===== src/rtl/cmpi_share_arb.sv =====
// Shared comparator with round-robin arbitration over NUM_REQ requesters and a
// single-entry result register. Optional illegal-predicate tracking: CMPI_SHARE_ARB_ERR_EN.
module cmpi_share_arb #(
  parameter int WIDTH   = 32,
  parameter int NUM_REQ = 4
) (
  input  logic                     clk,
  input  logic                     rst_n,
  input  logic [NUM_REQ-1:0]       req_valid,
  output logic [NUM_REQ-1:0]       req_ready,
  input  logic [NUM_REQ*WIDTH-1:0] req_a,
  input  logic [NUM_REQ*WIDTH-1:0] req_b,
  input  logic [NUM_REQ*4-1:0]     req_pred,
  output logic [NUM_REQ-1:0]       resp_valid,
  input  logic [NUM_REQ-1:0]       resp_ready,
  output logic                     resp_result,
  output logic                     err_pred,
  output logic [2:0]               err_id,
  output logic                     dbg_hold
);

  // Handshake rule for both sides: a transfer happens in a cycle where valid
  // and ready are both high; valid and its payload hold until that cycle.
  localparam int PW = $clog2(NUM_REQ);

  typedef enum logic {IDLE = 1'b0, HOLD = 1'b1} state_t;

  state_t             state;
  logic [PW-1:0]      ptr;
  logic [PW-1:0]      owner;
  logic [PW-1:0]      win;
  logic [NUM_REQ-1:0] win_oh;
  logic               found;
  logic               grant_ok;
  logic               hs;
  logic [WIDTH-1:0]   op_a;
  logic [WIDTH-1:0]   op_b;
  logic [3:0]         op_pred;
  logic               cmp_res;
  int                 idx;

  function automatic logic cmp_fn(input logic [WIDTH-1:0] a, input logic [WIDTH-1:0] b,
                                  input logic [3:0] p);
    logic r;
    case (p)
      4'd0:    r = (a == b);
      4'd1:    r = (a != b);
      4'd2:    r = ($signed(a) <  $signed(b));
      4'd3:    r = ($signed(a) <= $signed(b));
      4'd4:    r = ($signed(a) >  $signed(b));
      4'd5:    r = ($signed(a) >= $signed(b));
      4'd6:    r = (a <  b);
      4'd7:    r = (a <= b);
      4'd8:    r = (a >  b);
      4'd9:    r = (a >= b);
      default: r = 1'b0;
    endcase
    return r;
  endfunction

  // Round-robin search starting at ptr, wrapping modulo NUM_REQ.
  always_comb begin
    found  = 1'b0;
    win    = '0;
    win_oh = '0;
    idx    = 0;
    for (int k = 0; k < NUM_REQ; k++) begin
      idx = int'(ptr) + k;
      if (idx >= NUM_REQ) idx = idx - NUM_REQ;
      if (!found && req_valid[idx]) begin
        found       = 1'b1;
        win         = PW'(idx);
        win_oh[idx] = 1'b1;
      end
    end
  end

  // Only the owner's resp_ready can free the entry for a same-cycle refill.
  assign grant_ok  = rst_n && ((state == IDLE) || resp_ready[owner]);
  assign hs        = found && grant_ok;
  assign req_ready = hs ? win_oh : '0;

  assign op_a    = req_a[int'(win)*WIDTH +: WIDTH];
  assign op_b    = req_b[int'(win)*WIDTH +: WIDTH];
  assign op_pred = req_pred[int'(win)*4 +: 4];
  assign cmp_res = cmp_fn(op_a, op_b, op_pred);

  always_ff @(posedge clk) begin
    if (!rst_n) begin
      state       <= IDLE;
      ptr         <= '0;
      owner       <= '0;
      resp_valid  <= '0;
      resp_result <= 1'b0;
    end else if (hs) begin
      state       <= HOLD;
      owner       <= win;
      resp_valid  <= win_oh;
      resp_result <= cmp_res;
      ptr         <= (win == PW'(NUM_REQ - 1)) ? '0 : win + PW'(1);
    end else if ((state == HOLD) && resp_ready[owner]) begin
      state      <= IDLE;
      resp_valid <= '0;
    end
  end

  assign dbg_hold = (state == HOLD);

`ifdef CMPI_SHARE_ARB_ERR_EN
  // Sticky: only the first accepted illegal predicate is recorded.
  always_ff @(posedge clk) begin
    if (!rst_n) begin
      err_pred <= 1'b0;
      err_id   <= 3'd0;
    end else if (hs && (op_pred >= 4'd10) && !err_pred) begin
      err_pred <= 1'b1;
      err_id   <= 3'(win);
    end
  end
`else
  assign err_pred = 1'b0;
  assign err_id   = 3'd0;
`endif

endmodule


===== config.mk =====
export PLATFORM = sky130hd
export DESIGN_NAME = cmpi_share_arb
export DESIGN_NICKNAME = d
export VERILOG_FILES = /design/src/rtl/cmpi_share_arb.sv
export SDC_FILE = /design/constraint.sdc
export NUM_CORES = 1
export LEC_CHECK = 0
export CAP_MARGIN = 5
export CORE_ASPECT_RATIO = 0.9
export CORE_MARGIN = 10
export CORE_UTILIZATION = 30
export DETAILED_ROUTE_END_ITERATION = 7
export GPL_TIMING_DRIVEN = 0
export PLACE_DENSITY = 0.85
export SYNTH_ARGS = -nofsm -noshare
export SYNTH_HDL_FRONTEND = slang
export SYNTH_SLANG_ARGS = --single-unit

===== constraint.sdc =====
create_clock -name clk -period 4.9 [get_ports clk]
set_input_delay 0.49 -clock clk [delete_from_list [all_inputs] [get_ports clk]]
set_output_delay 0.49 -clock clk [all_outputs]
set_load 0.01 [all_outputs]

Yosys cells after proc, flatten, opt, wreduce, memory -nomap -nowiden --
Cells that the tools add are included.
Word-level totals: register bits after elaboration 10, bits of input ports 282, output and inout bits 14, logic and storage cells 114
Operators by class: $add $sub $neg 8, order comparisons 21, equality and inequality tests 12, shift-type cells 3, muxes and demuxes 45, bitwise gates (word level) 4, reduce and logical (&&, ||, !) cells 16
Operator list (number):
- $shiftx 128x8->32 | 2
- $ge 32x1->1 const B | 4
- $lt 32x4->1 const B | 4
- $mux 32 | 4
- $ge 32x32->1 | 2
- $gt 32x32->1 | 2
- $le 32x32->1 | 2
- $lt 32x32->1 | 2
- $eq 32x32->1 | 1
- $ne 32x32->1 | 1
- $mux 4 | 7
- $mux 1 | 19
- $eq 4x3->1 const B | 4
- $shiftx 16x5->4 | 1
- $or 4x4->4 | 3
- $sub 3x3->4 const B | 3
- $bmux 1 s2 | 5
- $logic_and 1x1->1 | 10
- $mux 2 | 5
- $pmux 1 s10 | 1
- $ge 3x3->1 const B | 3
- $demux 1 s2 | 4
- $eq 4x2->1 const B | 2
- $eq 4x4->1 const B | 2
- 13 further kinds | 16

Depth between registers and ports, before layout --
depth after elaboration 18, mapped depth 24, mapped depth without buffers 20

Least setup slack after synthesis --
No wires, ideal clock.
path type flip-flop to flip-flop, start reg ptr[0], end reg resp_result, arrival 4.789 ns, slack -0.012 ns, cell stages (with the launch flop) 24, clock period less this slack 4.912 ns, path through dfxtp_1 -> buf_6 -> inv_1 -> ha_1 -> buf_2 -> mux4_2 -> nor2b_4 -> or2_1 -> a22oi_4 -> inv_4 -> clkbuf_1 -> clkbuf_1 -> nand3_1 -> o21ai_0 -> ha_1 -> a21o_1 -> a221o_1 -> a221oi_1 -> o21ai_0 -> a21oi_1 -> a31oi_1 -> mux2_4 -> o311ai_2 -> o21ai_1
Between the ends: cells in the longest elaborated chain, start to end 18
Ends and longest elaborated chain:
- start: declaration | line 29 | logic [PW-1:0] ptr;
- start signal: assignment | line 100 | ptr <= (win == PW'(NUM_REQ - 1)) ? '0 : win + PW'(1);
- branches (longest 18 deep; another with $sub 3x3->4)
- end signal: assignment | line 99 | resp_result <= cmp_res;
- end: declaration | line 16 | output logic resp_result,
Several ways; the timed one is not identified. The select of a mux whose other input is x is not followed. A chain may end at the register's enable or synchronous reset.

Final worst setup path --
Same ends and word-level chain as after synthesis.

==> impl_results.md <==
- Post-DP HPWL: between 15000 and 20000 µm
- Worst-path clk slew: 0.04 ns
- Sink Count: 10
- Peak VDD IR: 0.317 mV
- RSZ-0062 raised after global routing: yes
- Main combinational cell family by area after synthesis: simple AND/OR/NAND/NOR gates
- Slew Limit Headroom: 62.1%
- Placed Instances: roughly 1200
- Post-synthesis register bit count: 10
- Critical-path top delay cell: dfxtp_4
- Worst EP arrival: slightly below 5 ns
- Pin count of the biggest net entering global routing: 11
- Core Box Area: 12900 µm²
- Worst Reg-to-Reg Cells: 24
- TritonCTS clock tree: built
- Pre-antenna DRT Iters: 7
- Mean post-synth cell area: between 5 and 6 µm²
- Final antenna-violating net count: 0
- Synth Cell Area: 4000 µm²
- Multiplexer area fraction after synthesis: 5.69%
- Area delta synth->final: 99.6%
- Setup crit start kind: flip-flop
- Crit path launch: ptr[0]
- Placed Area: 7120 µm²
- Num CTS Buffers: 3
- Fraction of the yosys area taken by sequential cells: 5.01%
- Levels on crit path: 24
- Mapped Cells: around 700
- Simple-gate portion of the synthesized area: 47.5%
- Min cycle time layout: approximately 4.8 ns
- Worst EP required: about 5 ns
- Max cap viols: 0
- EDFF count, synth: 0
- Most frequent cells in the layout: clkdlybuf4s50_1, nand2_1, nor2_1
- Final setup vio count: 0
- Async SR Flop Fraction: 0%
- Grt ovf: 0
- RR Endpoint: resp_result
- Post-Synth Adder-Cell Area: a little under an eighth
- Reg-to-reg setup timing slack: 0.14 ns
- Rows: 39
- Antenna violations before repair: 0
- Diodes inserted: 0
- RR Startpoint: ptr[0]
- Via/cell ratio: 5.27
- Most common cell after layout, fill and taps aside: clkdlybuf4s50_1
- Critical Path Max Stage Delay: 0.36 ns
- Worst-Skew Late Latency: 0.24 ns
- Die height: 130 µm
- Initial Util: around 31%
- Initial detailed-routing violation count: 402
- Clock Tree Buf Depth: 2
- Pwr dens: 623 nW/µm²
- Top cell type's share of synthesized area: 19.7%
- Nets@finish: between 1000 and 1500
- Fin area: 7980 µm²
- Fin. max-slew vios: 0
- Compound-cell area share of the yosys netlist: between 20% and 30%
- Final Hold Vio Count: 0
- Count of cell types in the netlist: 65
- Total Wirelength: 23500 µm
- Global-route wire length before repair: 33300 µm
- Root buffer cell: clkbuf_16
- Worst slew pin tran: 0.561 ns
- Synthesis Warnings: 0
- Die area: between 15000 and 20000 µm²
- Placer Congestion: 0.898
- Final period util: 97.1%
- Crit path capture type: flip-flop
- Share of layout cells above drive strength 1: 14.4%
- Yosys top cell by area: nand2_1
- Ys flop type: dfxtp_1
- Hold_ws: 0.480 ns
- Synth top area cells: nand2_1, ha_1, nor2_1, a31oi_1, and3_1
- Worst setup endpoint: resp_result
- Post-Layout Cell Count: 1201
- Synth Area in XOR/XNOR: less than 1%
- Vias: around 6300
- H-tree depth: 1
- Worst path bufs/invs: 7
- Die W: roughly 140 µm
- HP Class: flip-flop to flip-flop
- Clk_skew: 0.00245 ns
- WL/cell: 19.6 µm
- Vias in the first global route: approximately 6200
- Boundary Pins: approximately 300
- Power, Total: 4.97 mW
- DRC violations left: 0
- Crit Path Category: flip-flop to flip-flop
- Top cell family by delay on the critical path: compound AO/OA/AOI/OAI gates
- IO Port Bufs: 290
- Crit Path Max Fanout: 7
- Leak Pwr: ~3.5 nW
- Status: completed
- GRT Total Usage: roughly 22%
- Max Clk Rate: between 0.2 and 0.25 GHz
- Crit path cell chain: buf_8 -> clkinvlp_4 -> ha_4 -> buf_6 -> o32a_1 -> o211ai_1 -> o21ai_2 -> buf_6 -> clkinv_8 -> buf_12 -> buf_12 -> nand2_1 -> and3_1 -> a31oi_1 -> ha_1 -> a21oi_2 -> nand2_1 -> a221o_1 -> a211o_1 -> a21oi_2 -> a31oi_1 -> mux2_4 -> o311ai_4 -> o21ai_1
==> worst register-to-register path: stages (launching register included) <==
cell,delay [ns]
dfxtp_4,0.36
buf_8,0.11
clkinvlp_4,0.12
ha_4,0.27
buf_6,0.14
o32a_1,0.34
o211ai_1,0.30
o21ai_2,0.09
buf_6,0.15
clkinv_8,0.08
buf_12,0.12
buf_12,0.13
nand2_1,0.05
and3_1,0.17
a31oi_1,0.19
ha_1,0.31
a21oi_2,0.14
nand2_1,0.07
a221o_1,0.34
a211o_1,0.31
a21oi_2,0.19
a31oi_1,0.08
mux2_4,0.30
o311ai_4,0.21
o21ai_1,0.10
==> kinds of logic (layout without fill, tap and decap cells) <==
logic type	count (synthesis)	count (layout)
AO/OA/AOI/OAI	135	135
XOR/XNOR	2	2
adder cells (fa/ha/maj)	37	37
buffers and inverters	63	394
flip-flops	10	10
multiplexers	15	15
other	1	4
AND/OR/NAND/NOR	440	440
==> synth_stat cells (4+ instances only) <==
master and n:
clkbuf_1 37, a31oi_1 35, nand4_1 4, inv_1 6, and4_1 4, a21oi_1 19, nor2b_1 6, dfxtp_1 10
a221oi_1 6, nand3_1 40, buf_4 4, and3_1 35, mux2i_1 4, nor2_1 122, ha_1 37, o21ai_0 40
buf_2 11, a22oi_1 4, mux2_2 5, nand2_1 210
==> area by class of cell <==
class | instances | area [µm²]
inverters | 8 | 51.3
well taps | 164 | 205
fillers | 1189 | 4900
flip-flops and latches | 10 | 208
clock buffers | 4 | 88.8
multi-input cells | 633 | 3680
repair buffers | 328 | 3250
plain buffers | 54 | 495
==> state kept, by name, indices dropped and copies added, names as in the netlist <==
register and flops:
dbg_hold 1, resp_valid 4, ptr 2, resp_result 1
owner 2
==> power breakdown <==
| group | internal (mW) | switching [mW] |
|---|---|---|
| combinational | 2.14 | 2.54 |
| clock | 0.123 | 0.0428 |
| sequential | 0.108 | 0.0224 |
==> what timing repair did <==
item,CTS,global route
setup endpoints to repair,1,1
hold buffers,0,0
pin swaps,5,20
gates cloned,0,3
resized for setup,84,108
setup buffers,10,25
==> worst min-delay path by stage <==
stage | from | to | slack (ns) | cells past startpoint
final | owner[1] | owner[1] | 0.48 | 2
after floorplan | owner[1] | owner[1] | 0.45 | 2
after global routing | resp_valid[1] | resp_valid[1] | 0.54 | 2
after global placement | owner[1] | owner[1] | 0.48 | 2
after detailed placement | owner[1] | owner[1] | 0.48 | 2
after CTS | owner[1] | owner[1] | 0.49 | 2
==> metal layers <==
layer	track usage [%]	vias to the layer above	routed length [µm]
met1	24.9	2899	8740
met5	0	-	0
met4	2.76	0	311
li1	-	3109	-
met3	6.79	29	2310
met2	42.4	294	12200
==> stage by stage <==
stage | worst slack [ns] | utilization (%) | setup TNS, ns
3_3_place_gp | -0.979 | 55.3 | -0.979
6_report | 0.140 | 62.0 | 0
2_1_floorplan | 0.0452 | - | 0
5_1_grt | -0.0957 | 62.0 | -0.0957
3_5_place_dp | -1.04 | 55.3 | -1.04
4_1_cts | 0.00778 | 58.2 | 0
Power figures use the tool's default switching activity.
